==> config.mk <==
export PLATFORM = sky130hd
export DESIGN_NAME = fixed_point_divider_flat
export DESIGN_NICKNAME = d
export VERILOG_FILES = /design/src/rtl/fixed_point_divider_if.sv /design/src/rtl/fixed_point_divider.sv /design/src/flat_wrapper.sv
export SDC_FILE = /design/constraint.sdc
export NUM_CORES = 1
export LEC_CHECK = 0
export ABC_AREA = 1
export BUFFER_PORTS_ARGS = -buffer_cell sky130_fd_sc_hd__buf_2
export CORE_UTILIZATION = 65
export CTS_CLUSTER_SIZE = 40
export DETAILED_ROUTE_END_ITERATION = 8
export PLACE_DENSITY = 0.86
export SYNTH_ARGS = -nofsm -noshare
export SYNTH_HDL_FRONTEND = slang
export SYNTH_SLANG_ARGS = --single-unit
==> constraint.sdc <==
create_clock -name ctl_clk -period 8.4 [get_ports ctl_clk]
set_input_delay 0.42 -clock ctl_clk [delete_from_list [all_inputs] [get_ports ctl_clk]]
set_output_delay 0.42 -clock ctl_clk [all_outputs]
set_load 0.1 [all_outputs]
==> src/rtl/fixed_point_divider_if.sv <==
// Handshake and operand bundle for fixed_point_divider.
// The requester drives the operands and trigger. The divider returns ready/done, the result flags and its FSM state.
interface fixed_point_divider_if #(
    parameter int C_WIDTH = 32
);
    logic [C_WIDTH-1:0] a;
    logic [C_WIDTH-1:0] b;
    logic               signed_cal;
    logic               trigger;
    logic               ready;
    logic               done;
    logic [C_WIDTH-1:0] y;
    logic               overflow;
    logic               div_zero;
    logic [1:0]         dbg_state;

    // Handshake: trigger is taken only on an edge where ready=1, and operands need only be stable on that edge.
    // done pulses for one cycle with ready=0. y/overflow/div_zero hold until the next done.
    modport master (
        output a, b, signed_cal, trigger,
        input  ready, done, y, overflow, div_zero, dbg_state
    );
    modport slave (
        input  a, b, signed_cal, trigger,
        output ready, done, y, overflow, div_zero, dbg_state
    );
endinterface

==> src/rtl/fixed_point_divider.sv <==
// Restoring fixed-point divider that produces one quotient bit per clock, working on operand magnitudes.
// With `DIVIDER_SATURATE_EN defined, y saturates on overflow; otherwise y wraps.
module fixed_point_divider #(
    parameter int C_WIDTH     = 32,
    parameter int FIXED_POINT = 8,
    parameter int USE_CLA     = 1
) (
    input  logic                 ctl_clk,
    input  logic                 reset,
    fixed_point_divider_if.slave bus
);
    localparam int N  = C_WIDTH + FIXED_POINT;
    localparam int CW = $clog2(N);
    localparam int RW = C_WIDTH + 2;

    typedef enum logic [1:0] {IDLE = 2'd0, CALC = 2'd1, DONE = 2'd2} state_t;

    state_t             state_q;
    logic [CW-1:0]      cnt_q;
    logic [N-1:0]       shift_q;
    logic [C_WIDTH:0]   rem_q;
    logic [C_WIDTH-1:0] bmag_q;
    logic               neg_q;
    logic               sgn_q;
    logic               ready_q;
    logic               done_q;
    logic               ovf_q;
    logic               dz_q;
    logic [C_WIDTH-1:0] y_q;

    logic [C_WIDTH-1:0] a_mag_d;
    logic [C_WIDTH-1:0] b_mag_d;
    logic               neg_d;
    logic [RW-1:0]      trial_x;
    logic [RW-1:0]      trial_y;
    logic [RW-1:0]      trial_d;
    logic               q_bit;
    logic [C_WIDTH:0]   rem_d;
    logic [N-1:0]       quot_d;
    logic               ovf_d;
    logic [C_WIDTH-1:0] y_wrap_d;
    logic [C_WIDTH-1:0] y_d;

    function automatic logic [C_WIDTH-1:0] sat_value(input logic sgn, input logic neg);
        logic [C_WIDTH-1:0] v;
        if (!sgn)     v = '1;
        else if (neg) v = {1'b1, {(C_WIDTH-1){1'b0}}};
        else          v = {1'b0, {(C_WIDTH-1){1'b1}}};
        return v;
    endfunction

    assign a_mag_d = (bus.signed_cal && bus.a[C_WIDTH-1]) ? -bus.a : bus.a;
    assign b_mag_d = (bus.signed_cal && bus.b[C_WIDTH-1]) ? -bus.b : bus.b;
    assign neg_d   = bus.signed_cal & (bus.a[C_WIDTH-1] ^ bus.b[C_WIDTH-1]);

    // The remainder stays below |b|, so the shifted remainder fits in C_WIDTH+1 bits. The top bit of the difference is the borrow.
    assign trial_x = {rem_q, shift_q[N-1]};
    assign trial_y = {2'b00, bmag_q};

    generate
        if (USE_CLA != 0) begin : g_cla
            assign trial_d = trial_x - trial_y;
        end else begin : g_rca
            logic [RW-1:0] brw;
            assign brw[0] = 1'b0;
            for (genvar i = 0; i < RW; i++) begin : g_bit
                assign trial_d[i] = trial_x[i] ^ trial_y[i] ^ brw[i];
                if (i < RW - 1) begin : g_brw
                    assign brw[i+1] = (~trial_x[i] & trial_y[i]) |
                                      (~(trial_x[i] ^ trial_y[i]) & brw[i]);
                end
            end
        end
    endgenerate

    assign q_bit  = ~trial_d[RW-1];
    assign rem_d  = q_bit ? trial_d[C_WIDTH:0] : trial_x[C_WIDTH:0];
    assign quot_d = {shift_q[N-2:0], q_bit};

    // A negative result may reach magnitude 2^(C_WIDTH-1), which is the most negative code.
    always_comb begin
        ovf_d = 1'b0;
        if (!sgn_q)
            ovf_d = |quot_d[N-1:C_WIDTH];
        else if (neg_q)
            ovf_d = (|quot_d[N-1:C_WIDTH-1]) && (quot_d != (N'(1) << (C_WIDTH-1)));
        else
            ovf_d = |quot_d[N-1:C_WIDTH-1];
    end

    assign y_wrap_d = neg_q ? -quot_d[C_WIDTH-1:0] : quot_d[C_WIDTH-1:0];
`ifdef DIVIDER_SATURATE_EN
    assign y_d = ovf_d ? sat_value(sgn_q, neg_q) : y_wrap_d;
`else
    assign y_d = y_wrap_d;
`endif

    always_ff @(posedge ctl_clk or negedge reset) begin
        if (!reset) begin
            state_q <= IDLE;
            cnt_q   <= '0;
            shift_q <= '0;
            rem_q   <= '0;
            bmag_q  <= '0;
            neg_q   <= 1'b0;
            sgn_q   <= 1'b0;
            ready_q <= 1'b1;
            done_q  <= 1'b0;
            ovf_q   <= 1'b0;
            dz_q    <= 1'b0;
            y_q     <= '0;
        end else begin
            case (state_q)
                IDLE: begin
                    done_q <= 1'b0;
                    if (bus.trigger) begin
                        ready_q <= 1'b0;
                        bmag_q  <= b_mag_d;
                        neg_q   <= neg_d;
                        sgn_q   <= bus.signed_cal;
                        rem_q   <= '0;
                        cnt_q   <= '0;
                        shift_q <= {a_mag_d, {FIXED_POINT{1'b0}}};
                        if (b_mag_d == '0) begin
                            state_q <= DONE;
                            done_q  <= 1'b1;
                            dz_q    <= 1'b1;
                            ovf_q   <= 1'b0;
                            y_q     <= sat_value(bus.signed_cal, neg_d);
                        end else begin
                            state_q <= CALC;
                        end
                    end
                end
                CALC: begin
                    rem_q   <= rem_d;
                    shift_q <= quot_d;
                    cnt_q   <= cnt_q + 1'b1;
                    if (cnt_q == CW'(N - 1)) begin
                        state_q <= DONE;
                        cnt_q   <= '0;
                        done_q  <= 1'b1;
                        dz_q    <= 1'b0;
                        ovf_q   <= ovf_d;
                        y_q     <= y_d;
                    end
                end
                DONE: begin
                    done_q  <= 1'b0;
                    ready_q <= 1'b1;
                    state_q <= IDLE;
                end
                default: begin
                    state_q <= IDLE;
                    ready_q <= 1'b1;
                    done_q  <= 1'b0;
                end
            endcase
        end
    end

    assign bus.ready     = ready_q;
    assign bus.done      = done_q;
    assign bus.y         = y_q;
    assign bus.overflow  = ovf_q;
    assign bus.div_zero  = dz_q;
    assign bus.dbg_state = state_q;
endmodule

==> src/flat_wrapper.sv <==
// flat-port wrapper written by rule: the top's interface ports become plain ports
module fixed_point_divider_flat 
#(
    parameter int C_WIDTH     = 32,
    parameter int FIXED_POINT = 8,
    parameter int USE_CLA     = 1
)
  (ctl_clk, reset, bus_a, bus_b, bus_signed_cal, bus_trigger, bus_ready, bus_done, bus_y, bus_overflow, bus_div_zero, bus_dbg_state);
  fixed_point_divider_if #(.C_WIDTH(C_WIDTH)) bus_i ();
  input  logic ctl_clk;
  input  logic reset;
  input wire logic [$bits(bus_i.a)-1:0] bus_a;
  input wire logic [$bits(bus_i.b)-1:0] bus_b;
  input wire logic [$bits(bus_i.signed_cal)-1:0] bus_signed_cal;
  input wire logic [$bits(bus_i.trigger)-1:0] bus_trigger;
  output wire logic [$bits(bus_i.ready)-1:0] bus_ready;
  output wire logic [$bits(bus_i.done)-1:0] bus_done;
  output wire logic [$bits(bus_i.y)-1:0] bus_y;
  output wire logic [$bits(bus_i.overflow)-1:0] bus_overflow;
  output wire logic [$bits(bus_i.div_zero)-1:0] bus_div_zero;
  output wire logic [$bits(bus_i.dbg_state)-1:0] bus_dbg_state;
  assign bus_i.a = bus_a;
  assign bus_i.b = bus_b;
  assign bus_i.signed_cal = bus_signed_cal;
  assign bus_i.trigger = bus_trigger;
  assign bus_ready = bus_i.ready;
  assign bus_done = bus_i.done;
  assign bus_y = bus_i.y;
  assign bus_overflow = bus_i.overflow;
  assign bus_div_zero = bus_i.div_zero;
  assign bus_dbg_state = bus_i.dbg_state;
  fixed_point_divider #(.C_WIDTH(C_WIDTH), .FIXED_POINT(FIXED_POINT), .USE_CLA(USE_CLA)) u_core (.ctl_clk(ctl_clk), .reset(reset), .bus(bus_i));
endmodule
==> results by stage, run 1 <==
Status:
- The flow ran to the end, but the final reports show violations.
- The final reports fail on hold timing.

Routing:
- The average vias per placed instance is 5.98.
- The count of nets left with antenna violations after detail routing is 0.
- The number of iterations in the first detailed-routing pass is 6.
- The detailed router placed 11247 vias in this run.
- After the first detailed-routing iteration, the DRC count stood at 1335.
- Summed over all layers, the routed wires come to 31200 µm.
- The DRC violation count after routing is 0.
- Dividing the detail-routed wire length by the instance count gives 16.6 µm.

Finish:
- The final layout contains 1759 nets.
- The layout filler cell count is 1303.
- Cells fill 74.9% of the core in the end.
- The final standard cell count with taps included and fillers excluded is 1882.
- The area added between synthesis and finish is 11.3%.
- Across the whole layout, storage elements account for 3780 µm².
- The post-route netlist has 9.90% of its cells at a drive strength greater than 1.
- In the final layout, the multi-input gates occupy 6160 µm².
- The number of antenna diodes in the final layout is 0.

Clock tree:
- The cell chosen for the clock root is sky130_fd_sc_hd__clkbuf_16.
- The clock-pin slew on the worst setup and hold paths is 0.07 ns.
- The post-CTS setup-driven buffer insertion count is 0.
- After clock tree synthesis, the flow added hold-fix buffers numbering 0.
- Once the clock tree was built, the resizer swapped 0 gates to a different size.
- The TritonCTS clock tree is done.
- The clock passes through at most 2 buffers.
- The H-tree was split into 4 levels.
- The clock sink total is 151.
- The number of buffers created by CTS is 17.
- At the later pin of the worst-skew pair, clock insertion delay measures 0.44 ns.

Timing:
- The sum of negative setup slack is 0 ns.
- Static timing analysis puts the maximum clock frequency at 219 MHz.
- Across the routed clock network, the largest skew measured is 0.0131 ns.
- The minimum clock period after layout is 4.56 ns.
- The number of failing hold endpoints at the final stage came to 8.
- For the pin with the worst max-slew slack, the measured transition is 1.12 ns.
- Setup repair after global routing left no endpoint under its margin.
- The count of endpoints failing setup in the final report is 0.
- After layout, the worst path uses 54.3% of the clock period.
- The worst hold margin is -0.0142 ns.
- The max-slew violation total from the final report is 0.
- In this run the tightest slew margin relative to its limit is 25.4%.

Global routing:
- The pin count of the biggest net entering global routing is 80.
- The number of antenna violations at the first check in global routing is 0.
- The total overflow left after global routing is 0.
- The overall fraction of global-route tracks in use is 37.1%.
- The via count of the first global-routing pass is 10173.
- The first global-routing pass estimated 50800 µm of wire.

Yosys:
- In this run, distinct cell masters in the synthesized netlist total 53.
- Summing every instance area after synthesis gives 10800 µm².
- The share of the Yosys chip area taken by registers is 34.8%.
- For this run, asynchronously set or reset flops after synthesis account for 100%.
- The top cell type by total area after synthesis is sky130_fd_sc_hd__dfrtp_1.
- The area share of the largest cell type after synthesis is 34.6%.
- Dividing the synthesized area by the synthesized cell count gives 6.89 µm².
- Synthesis produced a netlist with a net count of 1681.
- The commonest register cell after synthesis is sky130_fd_sc_hd__dfrtp_1.
- Sorting the synthesized cells by area gives the leading types as sky130_fd_sc_hd__dfrtp_1 35%, sky130_fd_sc_hd__nand2_1 14%, sky130_fd_sc_hd__nor2_1 6.7%.
- In the synthesized netlist, the number of instances is 1575.
- The most frequently used cell type in the post-synthesis netlist is sky130_fd_sc_hd__nand2_1.
- The count of flip-flops with a built-in enable after synthesis is 0.
- The number of synthesis warnings is 0.
- Counting instances in the post-synthesis netlist gives the leading cell types as 412 x sky130_fd_sc_hd__nand2_1, 194 x sky130_fd_sc_hd__nor2_1, 169 x sky130_fd_sc_hd__inv_1.
- In this run, synthesis produced a sequential element count of 151.

Critical path:
- Data on the critical path is required at its endpoint by 8.73 ns.
- The worst setup path is captured at a register.
- The worst register-to-register path begins at u_core.rem_q[7].
- The worst setup path is launched from a register.
- The worst setup path is of the reg -> reg kind.
- In this run the worst setup path begins at u_core.rem_q[7].
- Counting cells, the worst reg-to-reg path comes to 23.
- At the worst endpoint, the arrival time is 4.89 ns.
- In this run the worst path has a maximum fanout of 21.

Floorplanning:
- During I/O placement, the number of pins put on the boundary was 106.
- The core area is 16100 µm².
- The number of standard-cell rows in the floorplan is 46.
- In this run the vertical extent of the chip is 131 µm.
- The die covers 17200 µm².
- For this configuration, the core starts out at a cell density of 67.3%.
- The die span in x is 131 µm.

Run:
- The max capacitance violation total is 0.

Min path:
- The path class of the lowest-slack min-delay path is in -> async.

Placement:
- In this run, placement finished with an instance count of 1850.
- Once detailed placement completed, the half-perimeter wirelength came to 22500 µm.
- The final weighted congestion in routability-driven placement is 0.927.
- The total of buffers placed on input and output ports is 105.
metrics by stage:
stage / cell area [µm²] / setup WS (ns)
floorplan: 10800 / 5.06
global placement: 11500 / 4.20
detailed placement: 11500 / 4.04
CTS: 12100 / 3.95
global route: 12100 / 3.27
finish: 12100 / 3.84
critical path, cell delays in order, from the launching register on:
cell and delay [ns]:
sky130_fd_sc_hd__dfrtp_1 0.40, sky130_fd_sc_hd__ha_1 0.35, sky130_fd_sc_hd__nand2_1 0.14, sky130_fd_sc_hd__nor2_1 0.19, sky130_fd_sc_hd__nand3_1 0.09, sky130_fd_sc_hd__nand3_1 0.16
sky130_fd_sc_hd__nand2_1 0.07, sky130_fd_sc_hd__nand2_1 0.20, sky130_fd_sc_hd__nand2_1 0.11, sky130_fd_sc_hd__nand3_1 0.16, sky130_fd_sc_hd__nand2_1 0.09, sky130_fd_sc_hd__inv_1 0.65
sky130_fd_sc_hd__ha_1 0.29, sky130_fd_sc_hd__nand3_1 0.10, sky130_fd_sc_hd__nor2_1 0.19, sky130_fd_sc_hd__nand3_1 0.16, sky130_fd_sc_hd__nor2_1 0.20, sky130_fd_sc_hd__nand4_1 0.12
sky130_fd_sc_hd__nor2_1 0.25, sky130_fd_sc_hd__nand4_1 0.14, sky130_fd_sc_hd__a31oi_1 0.15, sky130_fd_sc_hd__o21ai_0 0.09, sky130_fd_sc_hd__nand2_1 0.09, sky130_fd_sc_hd__nand2_1 0.05
cells in the final DEF (no fill, tap or decap), types with 37 or more instances in the layout:
| cell type | n |
|---|---|
| sky130_fd_sc_hd__nor2_1 | 193 |
| sky130_fd_sc_hd__dfrtp_1 | 150 |
| sky130_fd_sc_hd__a21oi_1 | 83 |
| sky130_fd_sc_hd__nand3_1 | 84 |
| sky130_fd_sc_hd__buf_2 | 104 |
| sky130_fd_sc_hd__ha_1 | 37 |
| sky130_fd_sc_hd__o21ai_0 | 140 |
| sky130_fd_sc_hd__inv_1 | 168 |
| sky130_fd_sc_hd__xor2_1 | 50 |
| sky130_fd_sc_hd__nand2_1 | 412 |
final timing paths:
path	endpoint	slack [ns]
max in group asynchronous	u_core.shift_q[21]	6.94
min in group ctl_clk	u_core.bus.dbg_state[0]	0.26
min	u_core.bmag_q[29]	-0.01
min reg2reg	u_core.bus.y[25]	0.48
max reg2reg	u_core.bus.overflow	3.84
max	u_core.bus.overflow	3.84
final cells by class:
| class | count | area share (%) |
|---|---|---|
| Inverter | 171 | 5.32 |
| Clock buffer | 19 | 3.75 |
| Multi-Input combinational cell | 1197 | 51.0 |
| Timing Repair Buffer | 115 | 5.03 |
| Clock inverter | 13 | 1.32 |
| Tap cell | 216 | 2.24 |
| Sequential cell | 151 | 31.3 |
flip-flops by register name, indices dropped and copies added, names as in the netlist:
name and count:
u_core.bus.y 32, u_core.bus.done 1, u_core.bus.dbg_state 2, u_core.rem_q 33, u_core.bus.div_zero 1, u_core.sgn_q 1, u_core.bus.overflow 1, u_core.neg_q 1
u_core.bus.ready 1, u_core.cnt_q 6, u_core.shift_q 40, u_core.bmag_q 32
kinds of logic after synthesis:
kind of cell    Yosys count  synth area share, %
flops                   151                 34.8
fa+ha+maj                38                 4.45
xor+xnor                 77                 6.22
compound gates          319                 17.2
simple gates            763                 28.9
buf+inv                 227                 8.36
layer usage:
metal / GRT usage (%) / vias up / share of wire [%]
li1: - / 5362 / -
met1: 53.5 / 5229 / 44
met2: 55.5 / 593 / 44
met3: 8.29 / 63 / 9.8
met4: 10.8 / 0 / 2.3
met5: 0 / - / 0
Power of run 1 is not shown: default switching activity piles up to over one toggle a cycle in this logic, so the estimate is an artifact.
==> run 2, diff against run 1 <==
- CORE_UTILIZATION: 65 -> 61
- PLACE_DENSITY: 0.86 -> 0.82
- clock period: 8.4 -> 4.3 ns (I/O delays scaled with it)
==> results by stage, run 2 (same netlist as run 1, synthesis figures left out) <==
Critical path:
- The terminus of the critical flop-to-flop path is u_core.bus.overflow.
- The critical path capture point type is a register.
- The kind of critical path is reg -> reg.
- The data arrival at the endpoint of the critical path is 4.12 ns (-0.77 ns).
- The required time of the critical path is 4.63 ns (-4.10 ns).
- The worst setup path startpoint is u_core.rem_q[7].
- The critical path ends at u_core.bus.overflow.
- The kind of launch point of the worst setup path is a register.
- The slack of the worst reg-to-reg path is 0.51 ns (-3.33 ns).
- The launching point of the worst reg2reg path is u_core.rem_q[7].
- The largest fanout on the critical path is 5 (-76%).
- The number of cells on the worst reg-to-reg path is 23 (unchanged).

Placement:
- The final weighted congestion in routability-driven placement is 1.01 (+9.3%).
- The total of buffers placed on input and output ports is 105 (unchanged).
- The estimated wirelength of the detail-placed design was 21900 µm (-2.8%).

Routing:
- The count of nets left with antenna violations after detail routing is 0 (unchanged).
- The number of iterations in the first detailed-routing pass is 6 (unchanged).
- The aggregate routed wire length was 30000 µm (-3.8%).
- The average vias per placed instance is 5.86 (-2.0%).
- The starting DRC count in detailed routing is 1068 (-20%).
- The via count is 11107 (-1.2%).
- The DRC violation count after routing is 0 (unchanged).
- The wire length per cell is 15.8 µm (-4.6%).

Timing:
- The sum of negative setup slack is 0 ns (unchanged).
- The largest clock skew in the final design is 0.0105 ns (-0.00260 ns).
- The maximum operating frequency was 264 MHz (+20%).
- The headroom to the max-slew limit was 38.1% (+13 points).
- Setup repair after global routing left no endpoint under its margin.
- The number of failing hold endpoints at the final stage is 0 (-8).
- The minimum clock period after layout is 3.79 ns (-0.773 ns).
- The slew of the pin with the lowest slew margin is 0.929 ns (-0.189 ns).
- The max-slew violation total from the final report is 0 (unchanged).
- The fraction of the cycle the final worst path needs is 88.1% (+34 points).
- The count of endpoints failing setup in the final report came to 0 (unchanged).

Clock tree:
- The number of buffers added to fix hold violations after cts is 1 (+1).
- The cell chosen for the clock root is sky130_fd_sc_hd__clkbuf_16.
- The clock sink total is 151 (unchanged).
- The clock-pin slew on the worst setup and hold paths is 0.07 ns (about the same).
- The post-CTS setup-driven buffer insertion count was 0 (unchanged).
- The buffer depth of the longest clock path is 2 (unchanged).
- The clock insertion delay at the later pin of the skew report was 0.44 ns (about the same).
- The number of buffers created by CTS was 17 (unchanged).
- The quantity of gates resized following cts is 0 (unchanged).
- The TritonCTS clock tree is done.
- The H-tree depth is 4 (unchanged).

Global routing:
- The via count of the first global-routing pass is 10111 (-0.61%).
- The pin count of the biggest net entering global routing is 106 (+33%).
- The overall fraction of global-route tracks in use is 34.1% (-2.9 points).
- The total overflow reported by the global router came to 0 (unchanged).
- The number of antenna violations at the first check in global routing is 0 (unchanged).
- The first-pass GRT wire length is 49300 µm (-3.0%).

Floorplanning:
- The number of standard-cell rows in the floorplan is 48 (+4.3%).
- The core area is 17400 µm² (+7.7%).
- The number of placed I/O pins is 106 (unchanged).
- The area of the die is 18300 µm² (+6.5%).
- The floorplan die height came to 135 µm (+3.2%).
- The die span in x is 135 µm (+3.2%).
- The initial core utilization is 62.5% (-4.8 points).

Finish:
- The number of nets in the finished design is 1764 (+0.28%).
- The combined flip-flop and latch cell area is 3780 µm² (unchanged).
- The largest register by flop count is u_core.shift_q.
- The leading cell type in the layout, fill and taps excluded is sky130_fd_sc_hd__nand2_1.
- In the layout the commonest cells are 412 x sky130_fd_sc_hd__nand2_1, 193 x sky130_fd_sc_hd__nor2_1, 168 x sky130_fd_sc_hd__inv_1.
- The area growth from synthesis to layout is 11.7%.
- The layout filler cell count came to 1440 (+11%).
- The antenna diode instance count is 0 (unchanged).
- The largest registers in the layout are u_core.shift_q: 40 flops, u_core.rem_q: 33 flops.
- The number of flip-flops in the largest register was 40 (unchanged).
- The area taken by multi-input logic gates is 6160 µm² (unchanged).
- The ratio of cells with drive above 1 in the final layout was 9.99% (+0.090 points).

Run:
- The max capacitance violation total is 0 (unchanged).

Min path:
- The path class of the lowest-slack min-delay path is in -> reg.

Status:
- The flow ran to the end, and the final reports show no timing, DRC or antenna violations.
-- run 2: cell count changes in the layout (fill, tap and decap cells not counted) --
| cell | delta |
|---|---|
| sky130_fd_sc_hd__buf_4 | +4 |
| sky130_fd_sc_hd__bufinv_16 | +1 |
| sky130_fd_sc_hd__clkbuf_1 | +2 |
| sky130_fd_sc_hd__clkbuf_8 | -2 |
| sky130_fd_sc_hd__clkinv_2 | +1 |
| sky130_fd_sc_hd__clkinv_4 | +2 |
| sky130_fd_sc_hd__dlygate4sd3_1 | +1 |
| sky130_fd_sc_hd__inv_6 | -2 |
| sky130_fd_sc_hd__inv_8 | -2 |
-- run 2: layout make-up --
| cell class | count | area share, % |
|---|---|---|
| Multi-Input combinational cell | 1197 | 50.9 |
| Tap cell | 225 | 2.32 |
| Sequential cell | 151 | 31.2 |
| Timing Repair Buffer | 120 | 5.34 |
| Clock buffer | 19 | 3.57 |
| Clock inverter | 13 | 1.41 |
| Inverter | 171 | 5.30 |
-- run 2: worst min path at each step --
stage	start	end	slack (ns)	cells after the start
floorplan	reset	u_core.bmag_q[0]	-0.08	0
global placement	reset	u_core.bmag_q[29]	0.39	1
detailed placement	reset	u_core.bmag_q[28]	0.40	1
CTS	bus_trigger	u_core.bus.dbg_state[0]	0.05	2
global route	bus_trigger	u_core.bus.dbg_state[0]	0.05	2
finish	bus_trigger	u_core.bus.dbg_state[0]	0.06	2
-- run 2: per-layer routing --
| layer | wire length (µm) | global-route usage, % | vias to the layer above | part of all wire (%) |
|---|---|---|---|---|
| met5 | 0 | 0 | - | 0 |
| met2 | 13100 | 51.9 | 491 | 44 |
| met1 | 13600 | 48.7 | 5192 | 45 |
| li1 | - | - | 5365 | - |
| met4 | 633 | 9.49 | 0 | 2.1 |
| met3 | 2740 | 7.71 | 59 | 9.1 |
-- run 2: worst max-delay path: stages, from the launching register on --
cell	delay [ns]
sky130_fd_sc_hd__dfrtp_1	0.39
sky130_fd_sc_hd__ha_1	0.35
sky130_fd_sc_hd__nand2_1	0.13
sky130_fd_sc_hd__nor2_1	0.17
sky130_fd_sc_hd__nand3_1	0.10
sky130_fd_sc_hd__nand3_1	0.15
sky130_fd_sc_hd__nand2_1	0.07
sky130_fd_sc_hd__nand2_1	0.19
sky130_fd_sc_hd__nand2_1	0.11
sky130_fd_sc_hd__nand3_1	0.16
sky130_fd_sc_hd__nand2_1	0.10
sky130_fd_sc_hd__inv_1	0.08
sky130_fd_sc_hd__ha_1	0.15
sky130_fd_sc_hd__nand3_1	0.09
sky130_fd_sc_hd__nor2_1	0.17
sky130_fd_sc_hd__nand3_1	0.14
sky130_fd_sc_hd__nor2_1	0.18
sky130_fd_sc_hd__nand4_1	0.12
sky130_fd_sc_hd__nor2_1	0.26
sky130_fd_sc_hd__nand4_1	0.15
sky130_fd_sc_hd__a31oi_1	0.18
sky130_fd_sc_hd__o21ai_0	0.09
sky130_fd_sc_hd__nand2_1	0.08
sky130_fd_sc_hd__nand2_1	0.04
-- run 2: per-stage QoR --
step	cells	instance area, µm²	setup WS [ns]	hold slack (ns)	utilization [%]
global placement	1863	11500	0.793	0.393	66.3
detailed placement	1863	11500	0.608	0.397	66.3
finish	1896	12100	0.513	0.0604	69.8
global route	1896	12100	0.0211	0.0462	69.8
floorplan	1575	10800	0.959	-0.0806	-
CTS	1896	12100	0.593	0.0486	69.8
Power of run 2 is left out for the same reason.
==> run 3, diff against run 2 <==
- BUFFER_PORTS_ARGS: -buffer_cell sky130_fd_sc_hd__buf_2 -> unset
- CORE_UTILIZATION: 61 -> 65
- DONT_BUFFER_PORTS: unset -> 1
- PLACE_DENSITY: 0.82 -> 0.81
==> results by stage, run 3 (same netlist as run 1, synthesis figures left out) <==
Floorplanning:
- The die span in x is 131 µm (-3.1%).
- The number of placed I/O pins came to 106 (unchanged).
- The initial core utilization was 67.3% (+4.8 points).
- The core area came to 16100 µm² (-7.2%).
- The area of the die is 17200 µm² (-6.1%).
- The number of standard-cell rows in the floorplan came to 46 (-4.2%).
- The floorplan die height is 131 µm (-3.1%).

Finish:
- The library cells used most frequently in the layout, excluding fill and tap cells, are 412 x sky130_fd_sc_hd__nand2_1, 192 x sky130_fd_sc_hd__nor2_1, 168 x sky130_fd_sc_hd__inv_1.
- The layout filler cell count is 1359 (-5.6%).
- The ratio of cells with drive above 1 in the final layout was 4.12% (-5.9 points).
- The largest register by flop count is u_core.shift_q.
- The largest registers in the layout are u_core.shift_q: 40 flops, u_core.rem_q: 33 flops.
- The leading cell type in the layout, fill and taps excluded is sky130_fd_sc_hd__nand2_1.
- The number of flip-flops in the largest register is 40 (unchanged).
- The number of nets in the finished design is 1672 (-5.2%).
- The area added between synthesis and finish is 8.34%.
- The antenna diode instance count is 0 (unchanged).

Run:
- The max capacitance violation total is 0 (unchanged).

Placement:
- The final weighted congestion in routability-driven placement is 0.930 (-8.1%).
- The total of buffers placed on input and output ports is 0 (-100%).
- The estimated wirelength of the detail-placed design is 22100 µm (+0.99%).

Clock tree:
- The number of buffers created by CTS is 17 (unchanged).
- The post-CTS setup-driven buffer insertion count came to 0 (unchanged).
- The clock-pin slew on the worst setup and hold paths is 0.07 ns (about the same).
- The buffer depth of the longest clock path was 2 (unchanged).
- The clock insertion delay at the later pin of the skew report is 0.43 ns (about the same).
- The TritonCTS clock tree is done.
- The clock sink total came to 151 (unchanged).
- The H-tree depth is 4 (unchanged).
- The cell sitting at the root of the clock tree is a sky130_fd_sc_hd__clkbuf_16.

Timing:
- The sum of negative setup slack is 0 ns (unchanged).
- The worst hold margin is -0.0000779 ns (-0.0604 ns).
- The fraction of the cycle the final worst path needs is 87.5% (-0.61 points).
- Setup repair after global routing left no endpoint under its margin.
- The count of endpoints failing setup in the final report was 0 (unchanged).
- The headroom to the max-slew limit is 34.9% (-3.2 points).
- The number of failing hold endpoints at the final stage is 1 (+1).
- The max-slew violation total from the final report is 0 (unchanged).
- The largest clock skew in the final design is 0.00942 ns (-0.00104 ns).
- The slew of the pin with the lowest slew margin is 0.971 ns (+0.0421 ns).
- The minimum clock period after layout was 3.76 ns (-0.0262 ns).
- The maximum operating frequency is 266 MHz (+0.70%).

Critical path:
- The critical path capture point type is a register.
- Walking the worst path, the cells encountered are ha_1 > nand2_1 > nor2_1 > nand3_1 > nand3_1 > nand2_1 > nand2_1 > nand2_1 > nand3_1 > nand2_1 > inv_1 > ha_1 > nand3_1 > nor2_1 > nand3_1 > nor2_1 > nand4_1 > nor2_2 > nand4_1 > a31oi_1 > o21ai_0 > nand2_1 > nand2_1.
- The kind of launch point of the worst setup path is a register.
- The worst register-to-register path begins at u_core.rem_q[7].
- The number of cells on the worst reg-to-reg path is 23 (unchanged).
- The largest stage delay on the critical path is 0.39 ns (about the same).
- The largest fanout on the critical path is 5 (unchanged).
- On the critical path, the stage with the largest delay is an instance of sky130_fd_sc_hd__dfrtp_1.
- The slack of the worst reg-to-reg path is 0.54 ns (+0.03 ns).
- The required time of the critical path came to 4.62 ns (about the same).
- The kind of critical path is reg -> reg.
- Counting stages on the worst path, the most repeated cell is sky130_fd_sc_hd__nand2_1.
- In this run the critical register-to-register path is captured at u_core.bus.overflow.
- The worst setup path startpoint is u_core.rem_q[7].
- The data arrival at the endpoint of the critical path is 4.08 ns (-0.04 ns).

Routing:
- The average vias per placed instance is 6.03 (+3.0%).
- The number of iterations in the first detailed-routing pass is 5 (-1).
- The count of nets left with antenna violations after detail routing is 0 (unchanged).
- The DRC violation count after routing is 0 (unchanged).
- The starting DRC count in detailed routing was 1152 (+7.9%).
- The aggregate routed wire length is 30400 µm (+1.3%).
- The via count is 10828 (-2.5%).
- The wire length per cell came to 17.0 µm (+7.0%).

Min path:
- The worst hold path depth is 2 (unchanged).
- The worst hold path begins at bus_b[0].
- In this run the worst hold path is classified as in -> reg.
- For hold timing, the worst endpoint is u_core.bmag_q[0].

Global routing:
- The overall fraction of global-route tracks in use came to 36.4% (+2.3 points).
- The first-pass GRT wire length is 50300 µm (+2.1%).
- The number of antenna violations at the first check in global routing is 0 (unchanged).
- The pin count of the biggest net entering global routing is 152 (+43%).
- The total overflow reported by the global router is 0 (unchanged).
- The via count of the first global-routing pass was 10124 (+0.13%).

Status:
- The final reports fail on hold timing.
- The flow ran to the end, but the final reports show violations.
run 3: cell types whose count changed in the layout (fill, tap and decap cells not counted), sizes merged:
cell	change
clkinv	-5
buf	-106
inv	+8
clkbuf	-2
dlygate4sd3	+14
clkinvlp	-1
run 3: critical path: cells and delay by family, from the launching register on:
kind	cells	cell delay (ns)
adder cells (fa/ha/maj)	2	0.51
AND/OR/NAND/NOR	18	2.40
AO/OA/AOI/OAI	2	0.27
flip-flops	1	0.39
buffers and inverters	1	0.07
run 3: metrics by stage:
stage                     hold WS [ns]  cells  area (µm²)  util (%)  setup WS, ns
final                       -0.0000779   1795       11800      72.9         0.539
after global routing            0.0118   1795       11800      72.9        0.0711
after CTS                      0.00107   1795       11800      72.9         0.551
after detailed placement       -0.0777   1747       10900      67.9         0.606
after global placement         -0.0781   1747       10900      67.9         0.774
after floorplan                -0.0806   1575       10800         -         0.959
run 3: layout make-up:
class / count / area, µm² / share of cell area (%)
inverter: 171 / 642 / 5.46
multi-input combinational: 1197 / 6170 / 52.5
clock inverter: 15 / 201 / 1.71
sequential: 151 / 3780 / 32.2
timing repair buffer: 28 / 268 / 2.28
clock buffer: 17 / 425 / 3.62
tap: 216 / 270 / 2.30
run 3: layer usage:
metal / global-route usage (%) / vias to the layer above / wire length (µm)
li1: - / 5182 / -
met1: 53.8 / 5076 / 13700
met2: 53.1 / 520 / 13200
met3: 7.37 / 50 / 2900
met4: 11.9 / 0 / 676
met5: 0 / - / 0
run 3: how the worst max path moves through the flow:
stage | end | cells past startpoint
6_report | u_core.bus.overflow | 23
5_1_grt | u_core.bus.overflow | 23
4_1_cts | u_core.bus.overflow | 23
3_5_place_dp | u_core.bus.overflow | 23
3_3_place_gp | u_core.bus.overflow | 23
2_1_floorplan | u_core.bus.overflow | 24
run 3: repair_timing:
action,CTS,global route
setup endpoints to repair,0,1
endpoints found under the hold margin,165,0
hold buffers,16,0
resized for setup,0,1
Power of run 3 is left out for the same reason.
